### config.mk
export PLATFORM = sky130hd
export DESIGN_NAME = vga_mem_arbiter
export DESIGN_NICKNAME = d
export VERILOG_FILES = /design/src/rtl/vga_mem_arbiter.sv
export SDC_FILE = /design/constraint.sdc
export NUM_CORES = 1
export LEC_CHECK = 0
export ABC_AREA = 1
export BUFFER_PORTS_ARGS = -buffer_cell sky130_fd_sc_hd__buf_2
export CAP_MARGIN = 25
export CORE_MARGIN = 2
export CORE_UTILIZATION = 46
export CTS_CLUSTER_SIZE = 12
export DETAILED_ROUTE_END_ITERATION = 8
export PLACE_DENSITY = 0.75
export SLEW_MARGIN = 15
export SYNTH_ARGS = -nofsm -noshare
export SYNTH_HDL_FRONTEND = slang
export SYNTH_SLANG_ARGS = --single-unit
export TNS_END_PERCENT = 50
### constraint.sdc
create_clock -name CLK -period 1.4 [get_ports CLK]
set_input_delay 0.07 -clock CLK [delete_from_list [all_inputs] [get_ports CLK]]
set_output_delay 0.07 -clock CLK [all_outputs]
set_load 0.005 [all_outputs]
### src/rtl/vga_mem_arbiter.sv
// Single-port image memory arbiter: display reads have absolute priority and a fixed
// 3-cycle latency; the host gets leftover cycles. Define VGA_ARB_STATS_EN for grant/busy counters.
module vga_mem_arbiter #(
  parameter int AW             = 16,
  parameter int DW             = 8,
  parameter int WR_VBLANK_ONLY = 0,
  parameter int STALL_LIMIT    = 1023
) (
  input  logic          CLK,
  input  logic          RSTN,
  input  logic          disp_req,
  input  logic [AW-1:0] disp_addr,
  output logic [DW-1:0] disp_data,
  output logic          disp_valid,
  input  logic          vblank,
  input  logic          host_valid,
  output logic          host_ready,
  input  logic          host_we,
  input  logic [AW-1:0] host_addr,
  input  logic [DW-1:0] host_wdata,
  output logic [DW-1:0] host_rdata,
  output logic          host_rvalid,
  output logic          host_starve,
  input  logic          starve_clr,
  output logic [AW-1:0] mem_addr,
  output logic          mem_re,
  output logic          mem_we,
  output logic [DW-1:0] mem_wdata,
  input  logic [DW-1:0] mem_rdata,
`ifdef VGA_ARB_STATS_EN
  output logic [31:0]   host_grant_cnt,
  output logic [31:0]   disp_busy_cnt,
`endif
  output logic [1:0]    dbg_state
);

  // Handshake: a host transfer happens on a cycle where host_valid && host_ready;
  // host_ready never looks at host_valid, and the host holds valid/payload until accepted.

  typedef enum logic [1:0] {
    ST_IDLE    = 2'd0,
    ST_DISP    = 2'd1,
    ST_HOST_RD = 2'd2,
    ST_HOST_WR = 2'd3
  } state_t;

  typedef enum logic [1:0] {
    TAG_NONE = 2'd0,
    TAG_DISP = 2'd1,
    TAG_HOST = 2'd2
  } tag_t;

  localparam int CW = $clog2(STALL_LIMIT + 1);
  localparam logic [CW-1:0] LIMIT    = CW'(STALL_LIMIT);
  localparam logic [CW-1:0] LIMIT_M1 = CW'(STALL_LIMIT - 1);

  state_t        state_q, state_d;
  logic [AW-1:0] iss_addr_q, iss_addr_d;
  logic [DW-1:0] iss_wdata_q, iss_wdata_d;

  logic [AW-1:0] mem_addr_q, mem_addr_d;
  logic [DW-1:0] mem_wdata_q, mem_wdata_d;
  logic          mem_re_q, mem_re_d;
  logic          mem_we_q, mem_we_d;
  tag_t          tag0_q, tag0_d;
  tag_t          tag1_q;

  logic [DW-1:0] disp_data_q, disp_data_d;
  logic          disp_valid_q, disp_valid_d;
  logic [DW-1:0] host_rdata_q, host_rdata_d;
  logic          host_rvalid_q, host_rvalid_d;

  logic [CW-1:0] stall_cnt_q, stall_cnt_d;
  logic          starve_q, starve_d;

  logic host_accept;
  logic host_stall;
  logic starve_set;

  assign host_ready  = !disp_req && ((WR_VBLANK_ONLY == 0) || !host_we || vblank);
  assign host_accept = host_valid && host_ready;
  assign host_stall  = host_valid && !host_ready;

  // Issue stage: owner of the memory slot one cycle ahead of the memory port.
  always_comb begin
    state_d     = ST_IDLE;
    iss_addr_d  = iss_addr_q;
    iss_wdata_d = iss_wdata_q;
    if (disp_req) begin
      state_d    = ST_DISP;
      iss_addr_d = disp_addr;
    end else if (host_accept) begin
      state_d    = host_we ? ST_HOST_WR : ST_HOST_RD;
      iss_addr_d = host_addr;
      if (host_we) begin
        iss_wdata_d = host_wdata;
      end
    end
  end

  // Memory port stage plus the tag that travels with each read.
  always_comb begin
    mem_re_d    = 1'b0;
    mem_we_d    = 1'b0;
    mem_addr_d  = mem_addr_q;
    mem_wdata_d = mem_wdata_q;
    tag0_d      = TAG_NONE;
    case (state_q)
      ST_DISP: begin
        mem_re_d   = 1'b1;
        mem_addr_d = iss_addr_q;
        tag0_d     = TAG_DISP;
      end
      ST_HOST_RD: begin
        mem_re_d   = 1'b1;
        mem_addr_d = iss_addr_q;
        tag0_d     = TAG_HOST;
      end
      ST_HOST_WR: begin
        mem_we_d    = 1'b1;
        mem_addr_d  = iss_addr_q;
        mem_wdata_d = iss_wdata_q;
      end
      default: begin
        mem_re_d = 1'b0;
      end
    endcase
  end

  // Return routing: tag1 lines up with mem_rdata, so each word goes to exactly one sink.
  always_comb begin
    disp_valid_d  = 1'b0;
    host_rvalid_d = 1'b0;
    disp_data_d   = disp_data_q;
    host_rdata_d  = host_rdata_q;
    if (tag1_q == TAG_DISP) begin
      disp_valid_d = 1'b1;
      disp_data_d  = mem_rdata;
    end else if (tag1_q == TAG_HOST) begin
      host_rvalid_d = 1'b1;
      host_rdata_d  = mem_rdata;
    end
  end

  always_comb begin
    stall_cnt_d = stall_cnt_q;
    starve_set  = 1'b0;
    if (!host_valid || host_accept) begin
      stall_cnt_d = '0;
    end else if (host_stall) begin
      if (stall_cnt_q != LIMIT) begin
        stall_cnt_d = stall_cnt_q + 1'b1;
      end
      starve_set = (stall_cnt_q >= LIMIT_M1);
    end
    if (starve_clr) begin
      starve_d = 1'b0;
    end else begin
      starve_d = starve_q | starve_set;
    end
  end

  always_ff @(posedge CLK or negedge RSTN) begin
    if (!RSTN) begin
      state_q       <= ST_IDLE;
      iss_addr_q    <= '0;
      iss_wdata_q   <= '0;
      mem_addr_q    <= '0;
      mem_wdata_q   <= '0;
      mem_re_q      <= 1'b0;
      mem_we_q      <= 1'b0;
      tag0_q        <= TAG_NONE;
      tag1_q        <= TAG_NONE;
      disp_data_q   <= '0;
      disp_valid_q  <= 1'b0;
      host_rdata_q  <= '0;
      host_rvalid_q <= 1'b0;
      stall_cnt_q   <= '0;
      starve_q      <= 1'b0;
    end else begin
      state_q       <= state_d;
      iss_addr_q    <= iss_addr_d;
      iss_wdata_q   <= iss_wdata_d;
      mem_addr_q    <= mem_addr_d;
      mem_wdata_q   <= mem_wdata_d;
      mem_re_q      <= mem_re_d;
      mem_we_q      <= mem_we_d;
      tag0_q        <= tag0_d;
      tag1_q        <= tag0_q;
      disp_data_q   <= disp_data_d;
      disp_valid_q  <= disp_valid_d;
      host_rdata_q  <= host_rdata_d;
      host_rvalid_q <= host_rvalid_d;
      stall_cnt_q   <= stall_cnt_d;
      starve_q      <= starve_d;
    end
  end

`ifdef VGA_ARB_STATS_EN
  logic [31:0] grant_cnt_q, grant_cnt_d;
  logic [31:0] busy_cnt_q, busy_cnt_d;

  always_comb begin
    grant_cnt_d = grant_cnt_q;
    busy_cnt_d  = busy_cnt_q;
    if (starve_clr) begin
      grant_cnt_d = '0;
      busy_cnt_d  = '0;
    end else begin
      if (host_accept) grant_cnt_d = grant_cnt_q + 32'd1;
      if (disp_req)    busy_cnt_d  = busy_cnt_q + 32'd1;
    end
  end

  always_ff @(posedge CLK or negedge RSTN) begin
    if (!RSTN) begin
      grant_cnt_q <= '0;
      busy_cnt_q  <= '0;
    end else begin
      grant_cnt_q <= grant_cnt_d;
      busy_cnt_q  <= busy_cnt_d;
    end
  end

  assign host_grant_cnt = grant_cnt_q;
  assign disp_busy_cnt  = busy_cnt_q;
`endif

  assign disp_data   = disp_data_q;
  assign disp_valid  = disp_valid_q;
  assign host_rdata  = host_rdata_q;
  assign host_rvalid = host_rvalid_q;
  assign host_starve = starve_q;
  assign mem_addr    = mem_addr_q;
  assign mem_re      = mem_re_q;
  assign mem_we      = mem_we_q;
  assign mem_wdata   = mem_wdata_q;
  assign dbg_state   = state_q;

endmodule

Yosys cells after proc, flatten, opt, wreduce, memory -nomap -nowiden --
Cells that the tools add are included.
Operators by class: $add $sub $neg 1, eq/ne operators 6, mux-type cells 17, bitwise logic cells 3, reduce and logical (&&, ||, !) cells 13, order comparisons 1
Operator list (count):
- two-way mux 16 bit | 2
- two-way mux 10 bit | 3
- adder 10 x 1 -> 10 bit (second input constant) | 1
- >= comparator 10 bit (second input constant) | 1
- inequality test 10 bit (second input constant) | 1
- two-way mux 1 bit | 9
- equality test 2 bit (second input constant) | 3
- nonzero test 2 bit | 3
- equality test 2 x 1 -> 1 bit (second input constant) | 2
- two-way mux 2 bit | 2
- case mux 2 bit (2 select lines) | 1
- AND reduction 2 bit | 2
- AND reduction 3 bit | 1
- OR reduction 3 bit | 1
- logical AND 1 bit | 2
- logical NOT 1 bit | 2
- NOT 1 bit | 2
- OR reduction 2 bit | 1
- logical OR 1 bit | 1
- bitwise OR 1 bit | 1
Storage, ports and cells: word-level logic and storage cells 56, bits in registers 85

Depth between registers and ports, before layout --
word-level depth 6, mapped depth 8, depth with buffers taken out 8

Least setup slack after synthesis --
OpenSTA, ideal clock, no wires.
path type reg2reg, start register state_q[0] (netlist: dbg_state[0]), end register mem_addr_q[10] (netlist: mem_addr[10]), cell stages (with the launch flop) 6, clock period less this slack 1452 ps, path buffers 2, setup time 125 ps, slack -52 ps, data arrival time 1327 ps, cell sequence dfrtp_1 > inv_1 > ha_1 > buf_2 > buf_2 > mux2_2
On the way: cells in the longest elaborated chain, start to end 2, elaborated cells on any way between the ends 4, those cells by class eq/ne: 3; reduce/logical: 1
RTL lines:
- start: declaration | line 57 | state_t state_q, state_d;
- start signal: assignment | line 181 | state_q <= state_d;
- equality test 2 bit / equality test 2 x 1 -> 1 bit (equally long branches) | line 108 | case (state_q)
- OR reduction 3 bit (no line) (*)
- end signal: assignment | line 184 | mem_addr_q <= mem_addr_d;
- end: declaration | line 61 | logic [AW-1:0] mem_addr_q, mem_addr_d;
Every way passes the cells marked *; elsewhere a longest branch is shown, timed or not. A chain may end at the register's enable or synchronous reset.

Worst setup path in the final report --
start register state_q[1] (netlist: dbg_state[1]), end register mem_addr_q[15] (netlist: mem_addr[15])
Same word-level chain as after synthesis.

==> results.txt <==
outcome = complete, no violations
clk_lat worst skew = 350 ps
proportion of layout cells with a drive suffix above 1 = 0.326
DRC viols = 0
Internal Power = 4180 uW
first-pass GRT wire length = 13.1 mm
Final Util = 0.671
Die ar. = 8280 um^2
f_max = 0.748 GHz
largest family of logic cells by synthesized area = simple AND/OR/NAND/NOR gates
drt first pass iters = 4
CP Capture Type = flop
initial core utilization = 0.477
Port Buffer Count = 101
Die Width = 91.0 um
Initial DRC Count = 139
Crit path largest cell delay = 430 ps
Register-to-Register Path Depth = 4
Synthesis Warnings = 0
Worst Skew = 7.60 ps
chip height = 91.0 um
Worst setup SP type = flop
Critical R2R Launch = dbg_state[1]$_DFF_PN0_
vias in the first global route = 2944
Syn Nets = 407
post-CTS setup buffer count = 0
Core Region = 7290 um^2
critical path class = flop to flop
Slew headroom = 0.661
Gate Count Post-Synth = 346
CP max stage cell = dfrtp_1
Worst Hold Path Cells = 3
max_cap viols = 0
CTS tree = done
GRT Total Usage = 0.198
Clock Tree Buf Depth = 2
final WL = 8.00 mm
Fillers = 599
combinational power share = 0.173
Final Max Tran Viols = 0
required time of the critical path = 1640 ps
post-layout net count = 572
period utilisation layout = 0.954
area grow syn2layout = 40.6%
Post-DP Area = 4180 um^2
dpl hpwl = 5.25 mm
mux share of post-synthesis cell area = 0.0776
Final min period = 1340 ps
Compound-Gate Fraction of Synth Area = 0.0288
antenna cells = 0
Finished Cell Area = 4890 um^2
initial antenna violation count = 0
adder-cell area share of the yosys netlist = 0.0216
Post-Synthesis Cell Area = 3480 um^2
HP Start = host_we
row cnt = 31
Sw Share = 0.256
Avg WL per Cell = 13.0 um
Yosys cell types = 21
endpoints failing setup = 0
Sink Count = 85
largest net degree at the start of global routing = 38
CTS H-tree lvls = 3
PD cells = 1150 nW/um^2
worst vdd ir = 0.000795 V
LEAKAGE = 0.00258 uW
aggregate negative setup slack = 0 ps
XOR/XNOR Fraction of Synth Area = 0
DR vias/cell = 4.79
Seq/Total Area, Yosys = 0.611
Hold/Removal Path Class = input pin to flop
worst-path cell chain = inv_1 > ha_2 > buf_4 > mux2_2
count of boundary I/O pins = 103
Crit. Startpoint = dbg_state[1]$_DFF_PN0_
Crit Path Max Fanout = 6
switching power = 1440 uW
Clk pwr share = 0.303
final hold vios = 0
gpl congestion = 0.822
register share of total power = 0.524
CTS clk-pin slew, worst paths = 80 ps
antenna viol nets, final = 0
Tightest Pin Transition = 509 ps
Avg Cell Area, Syn = 10.1 um^2
Yosys reg bits = 85
via count = 2938
total CTS buffers = 9
root buffer cell = clkbuf_8
grt ovf = 0
worst path arrival time = 1570 ps
Simple-Gate Fraction of Synth Area = 0.217
[area by class of cell]
type | count | area (um^2) | share of cell area
inverter | 26 | 98.8 | 0.0202
sequential | 85 | 2130 | 0.435
tap | 99 | 124 | 0.0253
clock buffer | 11 | 141 | 0.0289
multi-input combinational | 225 | 1220 | 0.250
clock inverter | 4 | 48.8 | 0.00997
timing repair buffer | 164 | 1130 | 0.231
[layout by cell type (no fill, tap or decap)]
cell	n
o21ai_0	16
dfrtp_1	85
nand3_1	33
nand3_2	1
mux2_2	24
nand3b_1	1
or2_2	3
clkinv_2	3
nand3_4	1
inv_2	2
buf_2	100
clkbuf_1	1
a21oi_1	1
nand2_1	116
nand4_1	2
clkbuf_8	10
inv_1	23
a21o_1	2
dlygate4sd3_1	50
ha_2	2
clkinv_4	1
bufinv_16	1
ha_1	4
buf_12	2
nand2_2	2
nor2_1	13
nor2_4	4
buf_4	12
[power by group through the flow]
stage / logic, uW / registers (uW) / clock network [uW]
floorplan: 349 / 2990 / 0
global placement: 814 / 2970 / 0
detailed placement: 841 / 2980 / 0
CTS: 977 / 2940 / 1750
global route: 1080 / 2980 / 1850
finish: 972 / 2940 / 1700
[stage by stage]
stage	total power, uW	hold slack, ps	worst slack [ps]	cells
floorplan	3340	-226	0.208	346
global placement	3790	61.9	88.3	548
detailed placement	3830	68.4	43.8	548
CTS	5660	34.2	32.9	613
global route	5910	48.2	-3.08	614
finish	5620	49.2	63.9	614
[worst max-delay path, delay by kind of cell, from the launching register on]
family / cells / cell delay, ps
buffers and inverters: 2 / 260
DFF: 1 / 430
adders and majority gates: 1 / 200
muxes: 1 / 340
[flip-flops by register name (all words and copies together) (netlist names), 2 cells and up]
name	count
disp_data	8
mem_addr	16
iss_addr_q	16
iss_wdata_q	8
mem_wdata	8
tag0_q	2
stall_cnt_q	10
tag1_q	2
host_rdata	8
dbg_state	2
[Yosys cell counts]
library cell,n,area [um^2]
a21o_1,2,15.0
a21oi_1,1,5.00
buf_2,7,35.0
buf_4,1,7.51
clkbuf_1,3,11.3
clkinv_2,1,5.00
dfrtp_1,85,2130
ha_1,6,75.1
inv_1,23,86.3
inv_2,2,7.51
mux2_2,24,270
nand2_1,116,435
nand2_2,2,12.5
nand3_1,33,165
nand3_2,1,10.0
nand3b_1,1,7.51
nand4_1,2,12.5
nor2_1,13,48.8
nor2_4,4,45.0
o21ai_0,16,80.1
or2_2,3,18.8
[routing by layer]
metal	GRT usage	share of wire	up-vias	routed length [um]
met5	0	0	-	0
met4	0.0707	0.013	0	104
met3	0.0506	0.053	13	425
met2	0.352	0.52	75	4150
met1	0.230	0.42	1422	3320
li1	-	-	1428	-
[cell families (layout without fill, tap and decap cells)]
kind of cell	Yosys count	after routing
AO/OA/AOI/OAI	19	19
adder cells (fa/ha/maj)	6	6
flip-flops	85	85
AND/OR/NAND/NOR	175	176
buffers and inverters	37	205
multiplexers	24	24
[timing repair]
| item | in CTS | in global routing |
|---|---|---|
| endpoints found under the setup margin | 0 | 17 |
| gates resized for setup | 0 | 3 |
| hold buffers | 50 | 0 |
| endpoints found under the hold margin | 72 | 0 |
[worst paths after layout]
check	slack, ps	end
min in group asynchronous	250	disp_data[5]$_DFFE_PN0P_
worst max-delay path	60	mem_addr[15]$_DFFE_PN0P_
worst min-delay path	50	iss_wdata_q[6]$_DFFE_PN0P_
worst max register to register	60	mem_addr[15]$_DFFE_PN0P_
max in group asynchronous	560	mem_addr[7]$_DFFE_PN0P_
worst min register to register	350	tag1_q[0]$_DFF_PN0_
Power figures use the tool's default switching activity.
